### src/rtl/jtopl_acc.sv
// -----------------------------------------------------------------------------
// jtopl_acc
//
// Per-sample output accumulator fed by the operator stage. One signed 14-bit
// operator result arrives per operator slot in the fixed slot order. Carriers
// always contribute to the frame sum; modulators contribute only when their
// channel connection is additive. On the last slot of a frame the sum is
// shifted by SHIFT, saturated to 16 bits and presented on snd with a
// one-clock sample strobe.
//
// Parameters:
//   SHIFT  left shift (0..3) applied to the frame sum before saturation
//   SLOTS  operator slots per frame; the slot counter wraps at SLOTS-1
//
// Ports:
//   clk        system clock
//   rst        asynchronous reset, active low
//   cenop      operator clock enable; all frame state advances only with it
//   zero       high on the cenop cycle carrying slot 0
//   op         1 = carrier, 0 = modulator (aligned with op_result)
//   con        channel connection, 1 = additive (aligned with op_result)
//   op_result  signed operator output for the current slot
//   snd        signed saturated sample of the last complete frame
//   sample     one-clk strobe marking that snd was updated
//   ovf        sticky saturation flag, cleared only by reset
// -----------------------------------------------------------------------------
module jtopl_acc #(
    parameter int unsigned SHIFT = 1,
    parameter int unsigned SLOTS = 18
) (
    input  logic               clk,
    input  logic               rst,
    input  logic               cenop,
    input  logic               zero,
    input  logic               op,
    input  logic               con,
    input  logic signed [13:0] op_result,
    output logic signed [15:0] snd,
    output logic               sample,
    output logic               ovf
);

    // 19 bits hold 18 x +/-8192 without internal overflow.
    localparam int unsigned AW = 19;
    localparam int unsigned TW = AW + SHIFT;
    localparam int unsigned SW = (SLOTS > 1) ? $clog2(SLOTS) : 1;

    localparam logic signed [TW-1:0] SAT_MAX = TW'(32767);
    localparam logic signed [TW-1:0] SAT_MIN = -TW'(32768);

    logic        [SW-1:0] slot_q;
    logic        [SW-1:0] cur;
    logic        [SW-1:0] slot_next;
    logic                 last;
    logic                 frame_valid;
    logic signed [AW-1:0] acc;
    logic signed [AW-1:0] term;
    logic signed [AW-1:0] sum;
    logic signed [TW-1:0] total;
    logic signed [15:0]   sat;
    logic                 clip;

    // NOTE: every signal written in an always_comb gets an unconditional
    // value first so no path can leave it unassigned and infer a latch.
    always_comb begin
        cur       = zero ? '0 : slot_q;
        last      = (cur == SW'(SLOTS - 1));
        slot_next = last ? '0 : cur + SW'(1);

        term = '0;
        if (op || con)
            term = AW'(op_result);          // sign-extending cast

        // Slot 0 starts a fresh frame, discarding any partial sum.
        sum   = (cur == '0) ? term : acc + term;
        total = TW'(sum) <<< SHIFT;

        sat  = total[15:0];
        clip = 1'b0;
        if (total > SAT_MAX) begin
            sat  = 16'sh7fff;
            clip = 1'b1;
        end else if (total < SAT_MIN) begin
            sat  = -16'sh8000;
            clip = 1'b1;
        end
    end

    // NOTE: sequential state uses non-blocking assignments so every register
    // samples the pre-edge values regardless of statement order.
    always_ff @(posedge clk or negedge rst) begin
        if (!rst) begin
            slot_q      <= '0;
            acc         <= '0;
            frame_valid <= 1'b0;
            snd         <= '0;
            sample      <= 1'b0;
            ovf         <= 1'b0;
        end else begin
            // The strobe is a single clk wide, independent of cenop.
            sample <= 1'b0;
            if (cenop) begin
                slot_q <= slot_next;
                acc    <= sum;
                // Only a zero-aligned frame start qualifies output. A resync
                // mid-frame reloads acc, so the truncated frame never reaches
                // the last slot and is dropped without a sample.
                if (zero)
                    frame_valid <= 1'b1;
                if (last && frame_valid) begin
                    snd    <= sat;
                    ovf    <= ovf | clip;
                    sample <= 1'b1;
                end
            end
        end
    end

endmodule

### config.mk
export PLATFORM = sky130hd
export DESIGN_NAME = jtopl_acc
export DESIGN_NICKNAME = d
export VERILOG_FILES = /design/src/rtl/jtopl_acc.sv
export SDC_FILE = /design/constraint.sdc
export NUM_CORES = 1
export LEC_CHECK = 0
export ABC_CLOCK_PERIOD_IN_PS = 6800
export BUFFER_PORTS_ARGS = -buffer_cell sky130_fd_sc_hd__clkbuf_2
export CAP_MARGIN = 20
export CORE_ASPECT_RATIO = 1.4
export CORE_MARGIN = 2
export CORE_UTILIZATION = 40
export CTS_CLUSTER_SIZE = 28
export DETAILED_ROUTE_END_ITERATION = 8
export GPL_TIMING_DRIVEN = 0
export PLACE_DENSITY_LB_ADDON = 0.1
export RECOVER_POWER = 50
export SYNTH_ARGS = -nofsm -noshare
export SYNTH_HDL_FRONTEND = slang
export SYNTH_SLANG_ARGS = --single-unit
### constraint.sdc
create_clock -name clk -period 6.8 [get_ports clk]
set_clock_uncertainty 0.05 [all_clocks]
set_input_delay 1.36 -clock clk [delete_from_list [all_inputs] [get_ports clk]]
set_output_delay 1.36 -clock clk [all_outputs]
set_load 0.02 [all_outputs]
==> flow_metrics.env <==
export IMPL_crit_family="compound AO/OA/AOI/OAI gates"
export IMPL_antenna_cells=0
export IMPL_initial_core_util_pct=40.77
export IMPL_worst_pin_slew_ns=1.490
export IMPL_timing_hold_violations_final=0
export IMPL_violations="max-capacitance violations"
export IMPL_cp_slowest_cell="a311oi_2"
export IMPL_cp_cell_sequence="clkbuf_2, or2_2, clkbuf_1, nand2_1, inv_1, ha_1, inv_1, fa_1, nand2b_1, a21oi_2, o2111ai_2, a2111oi_2, or3b_4, mux2i_1, a311oi_2, buf_6, a311oi_2"
export IMPL_port_buffers=35
export IMPL_antenna_found_initial=0
export IMPL_cts_buffer_depth=2
export IMPL_rows=38
export IMPL_firstDrtPassIters=4
export IMPL_p_leak_uw=0.001536
export IMPL_htree_levels=2
export IMPL_synth_edff_count=0
export IMPL_numCtsBuffers=5
export IMPL_ys_types=60
export IMPL_final_common_cell="dfrtp_1"
export IMPL_drt_iter0_markers=90
export IMPL_fin_crit_ns=4.825
export IMPL_max_cap_violations=1
export IMPL_multi_input_area_um2=1923
export IMPL_seqCellArea_um2=1076
export IMPL_peakVddDrop_mv=0.1687
export IMPL_worst_slack_ns=1.975
export IMPL_max_stage_delay_ns=0.47
export IMPL_die_area_um2=8586
export IMPL_syn_inst=355
export IMPL_p_per_area_nw_per_um2=435.0
export IMPL_drc=0
export IMPL_dieWidth_um=78.89
export IMPL_critPathRequiredTime_ns=6.90
export IMPL_nets=440
export IMPL_die_h_um=108.8
export IMPL_grt_overflow=0
export IMPL_status="finished, violations left"
export IMPL_synthesis_nets=397
export IMPL_finalSetupViolations=0
export IMPL_clk_latency_ns=0.30
export IMPL_dp_hpwl_um=6237
export IMPL_clock_sinks=43
export IMPL_synth_async_sr_flop_share_pct=100.0
export IMPL_crit_type="in2reg"
export IMPL_avgSynthCellArea_um2=8.847
export IMPL_tns_ns=0
export IMPL_rsz0062_at_grt="no"
export IMPL_grt_pass1_vias=2626
export IMPL_post_place_ws_ns=1.688
export IMPL_drive_gt1_share_pct=17.29
export IMPL_crit_buf_inv=5
export IMPL_fmax_ghz=0.2072
export IMPL_core_um2=7702
export IMPL_ys_ff_latch=43
export IMPL_synth_warnings=0
export IMPL_grt_max_degree=28
export IMPL_p_total_uw=1529
export IMPL_final_cell_mix="43 x dfrtp_1, 40 x a21oi_1, 39 x nand2_1, 39 x nor2_1, 28 x clkbuf_2"
export IMPL_worst_setup_path_end_kind="register"
export IMPL_cts_root_buf="clkbuf_8"
export IMPL_vias=2711
export IMPL_area_growth_pct=11.95
export IMPL_ctsHoldBuffers=0
export IMPL_hold_class="reg2reg"
export IMPL_grt_pass1_wl_um=13090
export IMPL_synth_seq_area_share_pct=34.26
export IMPL_timing_slew_headroom_pct=0.6505
export IMPL_cp_arrival_ns=4.93
export IMPL_startpoint_type="input pin"
export IMPL_io_pins=38
export IMPL_wl_um=8019
export IMPL_min_period_over_period_pct=70.96
export IMPL_gr_usage_all_layers_pct=19.81
export IMPL_worstPathMaxFanout=10
export IMPL_route_antenna_remaining_nets=0
export IMPL_fillers=800
export IMPL_viasPerCell=5.433
export IMPL_clkTransAtPathRegs_ns=0.08
export IMPL_syn_area_um2=3141
export IMPL_routedWlPerCell_um=16.07
export IMPL_post_cts_setup_buffers=0
export IMPL_cts_tree="built"
export IMPL_cts_resized=0
export IMPL_place_gp_congestion=0.8298
export IMPL_slew_violations=0
export IMPL_synth_flop_cell="dfrtp_1"
-- cell type report --
type / instances / area share, %
Multi-Input combinational cell: 280 / 54.70
Sequential cell: 43 / 30.60
Timing Repair Buffer: 36 / 4.804
Tap cell: 100 / 3.559
Buffer: 16 / 2.313
Clock buffer: 7 / 2.171
Inverter: 16 / 1.708
Clock inverter: 1 / 0.1423
-- metal layers --
layer | vias to the layer above | routed length, µm | global-route usage, %
met5 | - | 0 | 0
met4 | 0 | 213 | 7.882
met3 | 15 | 228 | 3.063
met2 | 49 | 3888 | 34.00
met1 | 1292 | 3688 | 24.93
li1 | 1355 | - | -
-- logic make-up (layout without fill, tap and decap cells) --
group,Yosys count,after routing,synth area share [%]
multiplexers,9,9,3.107
flip-flops,43,43,34.26
AO/OA/AOI/OAI,111,111,26.37
XOR/XNOR,15,15,4.422
AND/OR/NAND/NOR,123,123,18.33
adder cells (fa/ha/maj),22,22,9.004
buffers and inverters,32,76,4.501
-- synthesized netlist by cell type, types with 4 or more instances --
cell	instances	area, µm²
mux2i_1	5	50.05
o22ai_1	4	25.02
xnor2_1	4	35.03
xor2_1	10	87.58
inv_1	15	56.30
nand2_1	39	146.4
dfrtp_1	43	1076
nor2_1	39	146.4
nand2b_1	5	31.28
a21oi_1	40	200.2
nand3_1	5	25.02
ha_1	21	262.8
a311oi_2	11	165.2
buf_2	4	20.02
o21ai_0	17	85.08
clkbuf_1	8	30.03
a21o_1	4	30.03
and2_1	16	100.1
o211ai_1	5	37.54
-- sequential cells by signal, summed over array words and instances (netlist names) --
signal and flops:
acc 19, frame_valid 1, ovf 1, sample 1
slot_q 5, snd 16
-- path summary, 6_finish.rpt --
| kind | start | endpoint | slack (ns) | depth (start not counted) |
|---|---|---|---|---|
| worst max-delay path | op | snd[5]$_DFFE_PN0P_ | 1.97 | 17 |
| worst min-delay path | frame_valid$_DFFE_PN0P_ | frame_valid$_DFFE_PN0P_ | 0.42 | 1 |
| worst max register to register | acc[0]$_DFFE_PN0P_ | snd[5]$_DFFE_PN0P_ | 3.50 | 12 |
| worst min register to register | frame_valid$_DFFE_PN0P_ | frame_valid$_DFFE_PN0P_ | 0.42 | 1 |
| max in group asynchronous | rst | acc[7]$_DFFE_PN0P_ | 3.67 | 2 |
| min in group asynchronous | rst | slot_q[3]$_DFFE_PN0P_ | 1.14 | 1 |
-- power by group --
group / internal (µW) / leakage (µW) / switching (µW)
combinational: 363 / 0.000973 / 576
sequential: 361 / 0.000521 / 66.1
clock: 72.3 / 0.0000422 / 90.9
total: 796 / 0.00154 / 733
-- through the flow --
step           std cells  hold slack, ns  cell area (µm²)  utilization, %
6_report             499          0.4230             3516           45.65
5_1_grt              499          0.4254             3516           45.65
4_1_cts              499          0.4201             3542           45.99
3_5_place_dp         491          0.3938             3461           44.93
3_3_place_gp         490          0.3893             3441           44.67
2_1_floorplan        355          0.3774             3141               -
Power figures use the tool's default switching activity.
